File: config.mk
export PLATFORM = sky130hd
export DESIGN_NAME = double_dabble_hs
export DESIGN_NICKNAME = d
export VERILOG_FILES = /design/src/rtl/double_dabble_hs.sv
export SDC_FILE = /design/constraint.sdc
export NUM_CORES = 1
export LEC_CHECK = 0
export CORE_UTILIZATION = 45
export DETAILED_ROUTE_END_ITERATION = 10
export PLACE_DENSITY = 0.68
export SLEW_MARGIN = 5
export SYNTH_ARGS = -nofsm -noshare
export SYNTH_HDL_FRONTEND = slang
export SYNTH_SLANG_ARGS = --single-unit
File: constraint.sdc
create_clock -name Clock -period 4.21 [get_ports Clock]
set_input_delay 1.0525 -clock Clock [delete_from_list [all_inputs] [get_ports Clock]]
set_output_delay 1.0525 -clock Clock [all_outputs]
set_load 0.1 [all_outputs]
File: src/rtl/double_dabble_hs.sv
// -----------------------------------------------------------------------------
// double_dabble_hs
//
// Sequential binary-to-BCD converter (shift-and-add-3 / "double dabble") with a
// valid/ready handshake on both sides. One operand is accepted in IDLE. The
// block then runs exactly N SHIFT cycles and presents the packed BCD magnitude,
// a sign flag and a significant-digit count in DONE until the consumer takes
// it. Two's-complement operands are folded to their magnitude on accept.
//
// Ports
//   Clock     in   rising-edge clock
//   Reset     in   asynchronous, active-low reset
//   InValid   in   operand on V/Signed is valid
//   InReady   out  block is idle and will accept an operand
//   V         in   N-bit binary operand
//   Signed    in   1 = V is two's complement, 0 = V is unsigned
//   OutValid  out  result on BCD/Negative/Digits is presented
//   OutReady  in   consumer accepts the presented result
//   BCD       out  4*D-bit packed BCD magnitude, digit 0 in bits [3:0]
//   Negative  out  result is negative (never set for a zero magnitude)
//   Digits    out  number of significant decimal digits, 1..D
// -----------------------------------------------------------------------------
module double_dabble_hs #(
  parameter  int N  = 32,
  localparam int D  = (N + 2) / 3,
  localparam int DW = $clog2(D + 1)
) (
  input  logic            Clock,
  input  logic            Reset,
  input  logic            InValid,
  output logic            InReady,
  input  logic [N-1:0]    V,
  input  logic            Signed,
  output logic            OutValid,
  input  logic            OutReady,
  output logic [4*D-1:0]  BCD,
  output logic            Negative,
  output logic [DW-1:0]   Digits
);

  // Iteration counter only needs to reach N-1.
  localparam int CW = (N > 2) ? $clog2(N) : 1;

  typedef enum logic [1:0] {
    IDLE  = 2'd0,
    SHIFT = 2'd1,
    DONE  = 2'd2
  } state_e;

  // ---------------------------------------------------------------------------
  // State
  // ---------------------------------------------------------------------------
  state_e           state_q;
  logic             in_ready_q;
  logic             out_valid_q;
  logic [4*D-1:0]   scratch_q;     // BCD digits being built up
  logic [N-1:0]     mag_q;         // magnitude bits still to be shifted in
  logic             neg_q;         // sign of the operand in flight
  logic [CW-1:0]    cnt_q;         // SHIFT iterations already performed
  logic [4*D-1:0]   bcd_q;         // last delivered result
  logic             negative_q;
  logic [DW-1:0]    digits_q;

  // ---------------------------------------------------------------------------
  // Operand folding: a negative two's-complement operand becomes -V taken as
  // an N-bit unsigned value. For the most negative value this wraps back to
  // 2^(N-1), which is exactly the magnitude wanted.
  // ---------------------------------------------------------------------------
  logic             neg_in;
  logic [N-1:0]     mag_in;

  assign neg_in = Signed & V[N-1];
  assign mag_in = neg_in ? (~V + N'(1)) : V;

  // ---------------------------------------------------------------------------
  // One double-dabble iteration and the digit count of its result.
  // ---------------------------------------------------------------------------
  logic [4*D-1:0]   adj;
  logic [4*D-1:0]   scratch_d;
  logic [N-1:0]     mag_d;
  logic [DW-1:0]    digits_d;

  always_comb begin
    // NOTE: every variable gets a default before any conditional update, so no
    // path leaves it unassigned and no latch is inferred.
    adj      = scratch_q;
    digits_d = DW'(1);

    // Any digit >= 5 would overflow past 9 when doubled; pre-adding 3 makes the
    // doubling carry into the next digit instead.
    for (int i = 0; i < D; i++) begin
      if (scratch_q[4*i +: 4] >= 4'd5) begin
        adj[4*i +: 4] = scratch_q[4*i +: 4] + 4'd3;
      end
    end

    // Shift {scratch, magnitude} left by one: the magnitude MSB enters digit 0.
    scratch_d = {adj[4*D-2:0], mag_q[N-1]};
    mag_d     = {mag_q[N-2:0], 1'b0};

    // Highest nonzero digit wins; an all-zero value still reports one digit.
    for (int i = 1; i < D; i++) begin
      if (scratch_d[4*i +: 4] != 4'd0) begin
        digits_d = DW'(i + 1);
      end
    end
  end

  // ---------------------------------------------------------------------------
  // Control FSM with registered handshake and result outputs.
  // ---------------------------------------------------------------------------
  // NOTE: sequential state uses non-blocking assignments so that every register
  // samples the pre-edge values, independent of statement order.
  always_ff @(posedge Clock or negedge Reset) begin
    if (!Reset) begin
      // NOTE: datapath registers are reset along with control, so an aborted
      // conversion leaves no stale scratch behind for the next operand.
      state_q     <= IDLE;
      in_ready_q  <= 1'b1;
      out_valid_q <= 1'b0;
      scratch_q   <= '0;
      mag_q       <= '0;
      neg_q       <= 1'b0;
      cnt_q       <= '0;
      bcd_q       <= '0;
      negative_q  <= 1'b0;
      digits_q    <= DW'(1);
    end else begin
      case (state_q)
        IDLE: begin
          // InReady is high exactly in IDLE, so InValid alone means accept.
          if (InValid) begin
            mag_q      <= mag_in;
            neg_q      <= neg_in;
            scratch_q  <= '0;
            cnt_q      <= '0;
            in_ready_q <= 1'b0;
            state_q    <= SHIFT;
          end
        end

        SHIFT: begin
          scratch_q <= scratch_d;
          mag_q     <= mag_d;
          cnt_q     <= cnt_q + CW'(1);
          if (cnt_q == CW'(N - 1)) begin
            // Last iteration: publish straight from the shifted value so the
            // result appears N edges after accept.
            bcd_q       <= scratch_d;
            negative_q  <= neg_q & (scratch_d != '0);
            digits_q    <= digits_d;
            out_valid_q <= 1'b1;
            state_q     <= DONE;
          end
        end

        DONE: begin
          if (OutReady) begin
            out_valid_q <= 1'b0;
            in_ready_q  <= 1'b1;
            state_q     <= IDLE;
          end
        end

        default: begin
          out_valid_q <= 1'b0;
          in_ready_q  <= 1'b1;
          state_q     <= IDLE;
        end
      endcase
    end
  end

  assign InReady  = in_ready_q;
  assign OutValid = out_valid_q;
  assign BCD      = bcd_q;
  assign Negative = negative_q;
  assign Digits   = digits_q;

endmodule
After elaboration in Yosys (flattened, before gate mapping):

Cells that the tools add are included.

* flip-flop bits (word level): 135
* input bits: 37
* output and inout bits: 51
* logic and storage cells: 102

* $add $sub $neg: 13
* $lt $le $gt $ge: 11
* equality and inequality tests: 6
* mux-type cells: 38
* bitwise operators: 5
* reduce and logical (&&, ||, !) cells: 19

Operators with widths (number)
* 44-bit one-hot mux with 2 select lines: 1
* 4-bit 2-to-1 mux: 19
* 32-bit 2-to-1 mux: 2
* 32-bit one-hot mux with 2 select lines: 1
* 4-bit by 3-bit >= comparator with 1-bit output, second input constant: 11
* 44-bit 2-to-1 mux: 1
* 44-bit nonzero test: 1
* 4-bit by 2-bit adder with 4-bit output, second input constant: 10
* 4-bit nonzero test: 10
* 32-bit by 1-bit adder with 32-bit output, second input constant: 1
* 32-bit inverter: 1
* 5-bit one-hot mux with 2 select lines: 1
* 3-bit AND reduction: 3
* 2-bit 2-to-1 mux: 4
* 2-bit != test, second input constant: 3
* 1-bit one-hot mux with 3 select lines: 2
* 2-bit one-hot mux with 3 select lines: 1
* 2-bit AND reduction: 3
* 5-bit by 1-bit adder with 5-bit output, second input constant: 1
* 5-bit == test, second input constant: 1
* 5-bit 2-to-1 mux: 1
* 1-bit 2-to-1 mux: 4
* 3-bit by 2-bit adder with 3-bit output, second input constant: 1
* 3-bit 2-to-1 mux: 1
* 6 further kinds: 8

Logic depth before layout (Yosys ltp):

* depth after elaboration: 13
* mapped depth: 10
* gate-level depth less buffers: 9

Worst setup path before layout:

No wires, ideal clock.

* kind: input to register
* start: in V[14]
* end: reg mag_q[29]
* setup time: 131 ps
* data arrival time: 2794 ps
* required time: 4079 ps
* setup slack: 1285 ps
* stages on the path: 6
* buffers on the path: 0
* cell sequence: or4_1 -> or4_4 -> nand2b_4 -> or3_1 -> mux2i_1 -> o21ai_1

* cells in the longest elaborated chain, start to end: 5

Ends and longest elaborated chain
* start: declaration: line 32 `input logic [N-1:0] V,`
* 32-bit inverter: line 73 `assign mag_in = neg_in ? (~V + N'(1)) : V;`
* 32-bit by 1-bit adder with 32-bit output: line 73
* 32-bit 2-to-1 mux: line 73
* 32-bit 2-to-1 mux: line 132 `if (InValid) begin`
* 32-bit one-hot mux with 2 select lines: line 129 `case (state_q)`
* end signal: assignment: line 133 `mag_q <= mag_in;`
* end signal: assignment: line 144 `mag_q <= mag_d;`
* end: declaration: line 57 `logic [N-1:0] mag_q;`

No other way between the ends. The select of a mux whose other input is x is not followed.
A chain may end at the register's enable or synchronous reset.

Worst setup path in the final report:

* start: in V[0]
* end: reg mag_q[30]

Same word-level chain as after synthesis.

==> qor.csv <==
metric;value;unit
CTS tree;yes;
fin util;56.6;%
maximum vdd ir drop;389;uV
CP Capture Type;flip-flop;
Via-to-Cell Ratio;5.54;
Cells after Synth;774;
max cap viols;0;
Syn-to-layout area delta;22.1;%
Setup TNS;0;ps
crit path launch;V[0];
Mapped Area;7100;um2
P_sw;0.00342;W
Worst Max-Slew Pin Slew;1090;ps
Root Driver;clkbuf_16;
Worst setup endpoint;mag_q[30]$_DFFE_PN0P_;
Finished Cell Area;8670;um2
Clock Latency Late Sink;420;ps
initial antenna violation count;0;
row cnt;45;
gpl congestion;0.805;
GR Overflow Total;0;
ys async rst share;100;%
Pint;0.00379;W
share of layout cells above drive strength 1;6.75;%
largest net degree at the start of global routing;82;
crit path max fanout;8;
RR Startpoint;state_q[0]$_DFFE_PN0P_;
post-route setup slack;1010;ps
Hold Buf Count CTS;0;
IO Pins;88;
R2R Path End;Digits[2]$_DFFE_PN0P_;
number of diodes;0;
Slew Limit Fails;0;
H-tree levels;4;
Leak;3.63;nW
post_cts resized;0;
worst hold stages;2;
HP Class;flip-flop to flip-flop;
sequential share of power;31.2;%
clk sinks;135;
fin nets;909;
clock share of power;18.2;%
Avg Cell Area, Syn;9.17;um2
endpoints failing hold;0;
via count;5929;
vias in the first global route;6065;
Initial Utilization;46.3;%
Logic pwr share;50.6;%
hpwl dp;11500;um
post-route ant nets;0;
hold slack;474;ps
Max-slew headroom;27.1;%
# DRC;0;
Sw Share;47.4;%
syn nets;836;
setup repair bufs after CTS;0;
WP data arrival;3480;ps
register bit total from synthesis;135;
Final Critical Period;3200;ps
overall routing resource usage;21.9;%
Critical Path RT;4490;ps
CTS Buffer Depth;2;
Ys Warns;0;
Setup Crit Path Kind;input port to flip-flop;
first drt pass iteration count;5;
Clock Skews;5.71;ps
core outline area;15300;um2
area of the multi-input gates;3480;um2
die area;16300;um2
first-pass GRT wire length;28300;um
Fillers;1379;
CP Launch Type;input port;
post-synthesis sequential area ratio;47.6;%
Finish-stage setup viols;0;
DR WL/cell;15.3;um
Top FF cell, synth;dfrtp_1;
setup slack after placement;579;ps
TritonCTS buffer count;17;
die span in y;128;um
worst r2r path cells;8;
Unique masters post-synth;47;
PD cells;832;nW/um2
placed instance area;8150;um2
DRT Wirelength;16400;um
initial DRC count;383;
Seq. cell area;3380;um2
status;complete, no violations;
RSZ-0062 raised after global routing;no;
Post-synth EDFFs;0;
I/O Buffers;87;
clock slew at reported path FFs;60;ps
highest clock rate;312;MHz
period utilisation layout;76.0;%
Die W;128;um
flop2flop setup slack;1530;ps
worst min path at each step:
stage	start	slack, ps	end
6_report	BCD[19]$_DFFE_PN0P_	470	BCD[19]$_DFFE_PN0P_
5_1_grt	BCD[17]$_DFFE_PN0P_	500	BCD[17]$_DFFE_PN0P_
4_1_cts	BCD[19]$_DFFE_PN0P_	480	BCD[19]$_DFFE_PN0P_
3_5_place_dp	BCD[19]$_DFFE_PN0P_	470	BCD[19]$_DFFE_PN0P_
3_3_place_gp	BCD[28]$_DFFE_PN0P_	460	BCD[28]$_DFFE_PN0P_
2_1_floorplan	neg_q$_DFFE_PN0P_	450	neg_q$_DFFE_PN0P_
power by group through the flow:
stage / Sequential (W) / Clock [W] / Combinational [W]
2_1_floorplan: 0.00320 / 0 / 0.00175
3_3_place_gp: 0.00222 / 0 / 0.00352
3_5_place_dp: 0.00226 / 0 / 0.00366
4_1_cts: 0.00224 / 0.00135 / 0.00367
5_1_grt: 0.00232 / 0.00139 / 0.00400
6_report: 0.00225 / 0.00132 / 0.00365
cells by family after synthesis:
kind of cell    after synthesis  synth area share, %
simple gates                253                 18.4
compound gates              241                 18.9
flops                       135                 47.6
buf+inv                      67                 3.54
xor+xnor                     32                 3.95
fa+ha+maj                    25                 4.41
mux                          21                 3.16
worst max-delay path, cell delays in order:
cell	delay, ps
clkdlybuf4s50_1	440
inv_1	120
ha_1	220
nor2b_1	180
nand4_1	220
nor4_1	470
and2_1	400
a211oi_1	120
a31oi_1	180
o21ai_1	80
cells in the mapped netlist (4+ instances only):
library cell / instances / area (um2)
a21oi_1: 49 / 245
ha_1: 25 / 313
inv_1: 26 / 97.6
nor3_1: 17 / 85.1
and2_1: 6 / 37.5
a31oi_1: 4 / 25.0
clkbuf_1: 36 / 135
nand3_1: 43 / 215
dfrtp_1: 133 / 3330
nand2b_1: 16 / 100
o21ai_1: 10 / 50.1
nor3b_1: 18 / 135
mux2i_1: 10 / 100
a22o_1: 9 / 78.8
nand4_1: 6 / 37.5
a22oi_1: 20 / 150
nor2b_1: 6 / 37.5
xor2_1: 10 / 87.6
mux2_2: 11 / 124
a211oi_1: 5 / 37.5
nand2_1: 83 / 312
nor2_1: 31 / 116
xnor2_1: 22 / 193
and3_1: 6 / 37.5
o21ai_0: 133 / 666
buf_1: 5 / 18.8
and4_1: 4 / 35.0
area by class of cell:
class                      count  area share, %
sequential                   135           39.0
timing repair buffer          95           10.8
tap                          211           3.05
clock buffer                  27           5.69
multi-input combinational    572           40.1
inverter                      26           1.13
clock inverter                 4          0.231
registers in the layout, summed over array words and instances, names as in the netlist:
name       flops
BCD           44
Digits         4
InReady        1
Negative       1
OutValid       1
cnt_q          5
mag_q         32
neg_q          1
scratch_q     44
state_q        2
per-layer routing:
layer  GRT usage, %  vias to the layer above  wire (um)  share of wire [%]
met5              0                        -          0                  0
met4           8.72                        0        308                1.9
met3           3.64                       26        577                3.5
met2           37.7                      152       8210                 50
met1           27.4                     2846       7320                 45
li1               -                     2905          -                  -
through the flow:
step	instances	total power [W]
6_report	1070	0.00721
5_1_grt	1070	0.00772
4_1_cts	1070	0.00726
3_5_place_dp	1039	0.00592
3_3_place_gp	1039	0.00574
2_1_floorplan	774	0.00495
placed cells by master, fill, tap and decap left out, types with 5 or more instances in the layout:
cell             netlist  layout
and3_1                 6       6
a211oi_1               5       5
buf_4                  0       8
o21ai_0              133     133
nor3b_1               18      18
nand4_1                6       6
mux2_2                11      11
and2_1                 6       6
a21oi_1               49      49
nor2_1                31      30
a22o_1                 9       9
nor3_1                17      17
xnor2_1               22      22
clkbuf_16              0      17
nand3_1               43      43
mux2i_1               10      10
dfrtp_1              133     133
clkdlybuf4s50_1        0      86
o21ai_1               10      10
inv_1                 26      26
clkbuf_1              36       7
ha_1                  25      25
xor2_1                10      10
nand2b_1              16      15
nor2b_1                6       5
nand2_1               83      82
a22oi_1               20      20
No activity file was read; power rests on OpenSTA's default activity.
==> variant 1: new RTL, config.mk and constraints unchanged <==
`N`: 32 -> 64.
--- a/src/rtl/double_dabble_hs.sv
+++ b/src/rtl/double_dabble_hs.sv
@@ -21,7 +21,7 @@
 //   Digits    out  number of significant decimal digits, 1..D
 // -----------------------------------------------------------------------------
 module double_dabble_hs #(
-  parameter  int N  = 32,
+  parameter  int N  = 64,
   localparam int D  = (N + 2) / 3,
   localparam int DW = $clog2(D + 1)
 ) (
Interface: changed (resized BCD, Digits and V); port bits go from 88 to 165. No check against the original RTL was run, so the function may have changed too.
==> variant 1 against the original RTL <==
Count of clock-buffer cells in the layout grew 14; area after synthesis grew 95%; via count grew 97%; wire length grew 110%; core utilization is essentially flat; sequential cell count grew 122; first-iteration DRC count grew 140%; synthesized cell count grew 93%; combinational power grew 59%; setup slack lost 210 ps; total power grew 73%; final area grew 96%; critical endpoint is now mag_q[58].
==> variant 1: results (changes against the original RTL) <==
leakage 0.00694 µW (was 0.00363 µW); FF-to-FF End Negative (was Digits[2]); drt first pass iters 8 (was 5); later-pin clock latency in the skew report 540 ps (was 420 ps); CP max FO 10 (was 8); CP max stage cell or4_4 (was nor4_1); Worst Path Required 4610 ps (was 4490 ps); Reg2Reg Depth 10 (was 8); crit-path max cell delay 570 ps (was 470 ps); largest net degree at the start of global routing 176 (was 82); total global-route track usage 22.1% (was 21.9%); worst endpoint data arrival time 3810 ps (was 3480 ps); RePlAce Congestion 0.841 (was 0.805); Layout Nets 1745 (was 909); Synth Net Count 1608 (was 836); vias per cell 5.73 (was 5.54); FF-to-FF setup slack 1690 ps (was 1530 ps); diode count 0 (unchanged); Synth top cells by count 255 x dfrtp_1, 239 x o21ai_0, 141 x nand2_1 (was 133 x dfrtp_1, 133 x o21ai_0, 83 x nand2_1); maximum VDD drop 0.369 mV (was 0.389 mV); share of post-route cells with drive strength above 1 6.84% (was 6.75%); sequential cell area fraction in the yosys report 46.5% (was 47.6%); status complete, no violations (unchanged); CTS max path bufs 3 (was 2); H-Tree Depth 1 (was 4); r2r startpoint scratch_q[72] (was state_q[0]); HP Start BCD[67] (was BCD[19]); skew final 15.4 ps (was 5.71 ps); Worst Hold End BCD[67] (was BCD[19]); Slew @ Worst Pin 1070 ps (was 1090 ps); Port Buf Inserts 164 (was 87); placed instance area 0.0159 mm² (was 0.00815 mm²); met1 usage 30.9% (was 27.4%); Num CTS Buffers 29 (was 17); met2 Usage GRT 36.2% (was 37.7%); met3 usage 2.70% (was 3.64%); DRT Wirelength 34.0 mm (was 16.4 mm); Netlist cell types 57 (was 47); Detail Placement HPWL 23.1 mm (was 11.5 mm); Iter 0 DRT Violations 903 (was 383); hold_ws 472 ps (was 474 ps); first-pass GRT wire length 56.8 mm (was 28.3 mm); number of global-route vias before repair 11200 (was 6065); synth top area cells dfrtp_1 46%, o21ai_0 8.6%, ha_1 4.2% (was dfrtp_1 47%, o21ai_0 9.4%, ha_1 4.4%)
## variant 1: logic make-up (layout without fill, tap and decap cells)
group / count (synthesis) / in the layout / synth area share [%]
multiplexers: 41 / 41 / 3.16
buffers and inverters: 131 / 290 / 3.61
XOR/XNOR: 53 / 53 / 3.35
flip-flops: 257 / 257 / 46.5
AO/OA/AOI/OAI: 513 / 513 / 21.9
adder cells (fa/ha/maj): 46 / 46 / 4.16
AND/OR/NAND/NOR: 452 / 452 / 17.4
## variant 1: worst max path at each step
| stage | start | depth (start not counted) | to |
|---|---|---|---|
| after global routing | V[20] | 9 | mag_q[50] |
| after global placement | V[20] | 9 | mag_q[56] |
| final | V[20] | 9 | mag_q[58] |
| after CTS | V[20] | 9 | mag_q[58] |
| after floorplan | V[20] | 8 | mag_q[46] |
| after detailed placement | V[20] | 9 | mag_q[58] |
## variant 1: layout make-up
cell class / count / area (µm²)
repair buffers: 188 / 1880
clock buffers: 41 / 821
clock inverters: 12 / 195
multi-input cells: 1105 / 6950
inverters: 49 / 184
fillers: 2666 / 13000
well taps: 390 / 488
flip-flops and latches: 257 / 6430
## variant 1: worst max-delay path, delay by kind of cell
| family | cells | cell delay, ps |
|---|---|---|
| and+or+nand+nor | 5 | 1930 |
| buffers and inverters | 1 | 460 |
| AOI/OAI and AO/OA | 3 | 370 |
## variant 1: where the power goes
part / internal [µW] / leakage (µW) / switching [µW]
Combinational: 2160 / 0.00310 / 3630
Clock: 1660 / 0.000497 / 1030
Sequential: 3320 / 0.00334 / 705
## variant 1: stage by stage
step,total power (µW),cells,setup slack [ps]
final,12500,2042,800
after global placement,9670,1989,298
after CTS,12600,2042,803
after floorplan,8290,1493,977
after global routing,13500,2042,621
after detailed placement,9870,1989,229
## variant 1: per-layer routing
metal	routed length (µm)	part of all wire, %	up-vias
met2	15900	47	325
met5	0	0	-
met1	15600	46	5614
met3	1940	5.7	44
li1	-	-	5726
met4	598	1.8	0
==> variant 2: new RTL, same flow settings <==
Without the edit above. Put one more register stage on the output `Digits`. The value now appears one clock later. The other outputs are not delayed to match.
--- a/src/rtl/double_dabble_hs.sv
+++ b/src/rtl/double_dabble_hs.sv
@@ -175,6 +175,8 @@
   assign OutValid = out_valid_q;
   assign BCD      = bcd_q;
   assign Negative = negative_q;
-  assign Digits   = digits_q;
+  always_ff @(posedge Clock) begin
+    Digits <= digits_q;
+  end
 
 endmodule
Behaviour: no difference found for any inputs over 10 cycles, from zero or initial values and one cycle with Reset low; that may be too few to reach the edited logic, so the function may still have changed.
==> variant 2 against the original RTL <==
Global-route usage down 0.52 points; final area up 2.6%; sequential share of layout area down 0.082 points; sequential cell count up 4; setup slack worse by 170 ps; combinational power up 2%; wire length up 0.32%; area after synthesis up 1.9%; total power up 4.9%; critical path type unchanged; highest routed layer unchanged.
==> variant 2: results (changes against the original RTL) <==
crit-path max cell delay 570 ps (was 470 ps); largest net degree at the start of global routing 114 (was 82); Slew @ Worst Pin 1050 ps (was 1090 ps); Netlist cell types 45 (was 47); synth top area cells dfrtp_1 46%, o21ai_0 9.5%, ha_1 4.3% (was dfrtp_1 47%, o21ai_0 9.4%, ha_1 4.4%); DR WL met2 7.86 mm (was 8.21 mm); first-pass GRT wire length 27.8 mm (was 28.3 mm); synthesized instance count 789 (was 774); total global-route track usage 21.4% (was 21.9%); Iter 0 DRT Violations 391 (was 383); RePlAce Congestion 0.820 (was 0.805); placed instance area 0.00829 mm² (was 0.00815 mm²); worst endpoint data arrival time 3660 ps (was 3480 ps); share of post-route cells with drive strength above 1 7.22% (was 6.75%); CP delay by family, top simple AND/OR/NAND/NOR gates (unchanged); Detail Placement HPWL 11.5 mm (about the same); fillcell total 1303 (was 1379); status complete, no violations (unchanged); sequential cell area fraction in the yosys report 47.8% (was 47.6%); H-Tree Depth 4 (unchanged); Reg2Reg Depth 8 (unchanged); CP max stage cell or4_4 (was nor4_1); root buffer cell clkbuf_16 (unchanged); number of global-route vias before repair 5798 (was 6065); Pins Over Slew Limit 0 (unchanged); CP max FO 5 (was 8); Clk pin slew, worst setup/hold paths 60 ps (about the same); DRT Wirelength 16.5 mm (was 16.4 mm); leakage 0.00369 µW (was 0.00363 µW); met3 WL 626 µm (was 577 µm); vias per cell 5.60 (was 5.54); Hold Path Depth 0 (was 2); fin area 0.00889 mm² (was 0.00867 mm²); Routed WL per cell 15.2 µm (was 15.3 µm); Met1 Wirelength 7.74 mm (was 7.32 mm); Post-CTS Repair Setup Buffers 0 (unchanged); Synth Net Count 851 (was 836); ys flop type dfrtp_1 (unchanged); Hold Path Class reg -> reg (unchanged); asr flop ratio synth 97.1% (was 100%); Layout Nets 921 (was 909); later-pin clock latency in the skew report 420 ps (about the same); maximum VDD drop 0.378 mV (was 0.389 mV); skew final 8.67 ps (was 5.71 ps); Setup WS pre-CTS 392 ps (was 579 ps); Synth top cells by count 137 x o21ai_0, 133 x dfrtp_1, 83 x nand2_1 (was 133 x dfrtp_1, 133 x o21ai_0, 83 x nand2_1); Port Buf Inserts 87 (unchanged); Num CTS Buffers 17 (unchanged); drt first pass iters 5 (unchanged)
==> variant 2: cell types whose count changed in the layout (fill, tap and decap cells not counted), moves of 4 or more <==
cell	before	now
o21ai_1	10	4
o21ai_0	133	137
clkbuf_1	7	0
dfxtp_1	0	4
==> variant 2: power by group <==
group / internal (µW) / switching [µW] / total, µW
clock: 955 / 558 / 1510
sequential: 1880 / 436 / 2320
combinational: 1200 / 2540 / 3740
==> variant 2: final timing paths <==
check | startpoint | endpoint | slack (ps)
worst max-delay path | V[16] | mag_q[25] | 840
worst min-delay path | digits_q[2] | Digits[2] | 370
worst max register to register | scratch_q[4] | Negative | 1620
worst min register to register | digits_q[2] | Digits[2] | 370
max in group asynchronous | Reset | scratch_q[23] | 2600
min in group asynchronous | Reset | BCD[17] | 750
==> variant 2: logic make-up after synthesis <==
kind of cell	synth area share, %
AOI/OAI and AO/OA	18.8
xor gates and xnor gates	3.75
adders and majority gates	4.32
buffers and inverters	3.58
DFF	47.8
muxes	3.37
and+or+nand+nor	18.4
==> variant 2: area by class of cell <==
class,instances,area share (%)
multi-input cells,581,39.7
flip-flops and latches,139,38.9
repair buffers,94,10.5
clock buffers,19,5.09
well taps,211,2.97
clock inverters,13,1.67
inverters,26,1.10
==> variant 2: per-layer routing <==
metal | track usage, % | vias up
li1 | - | 2978
met4 | 7.13 | 0
met3 | 4.57 | 24
met1 | 27.9 | 2901
met5 | 0 | -
met2 | 35.3 | 159
==> variant 2: worst register-to-register path: stages, from the launching register on <==
cell and delay (ps):
dfrtp_1 420, inv_1 130, ha_1 260, nand2b_1 90
a21oi_1 350, mux2i_1 180, nor4b_1 550, nor4b_1 340
a31oi_1 130
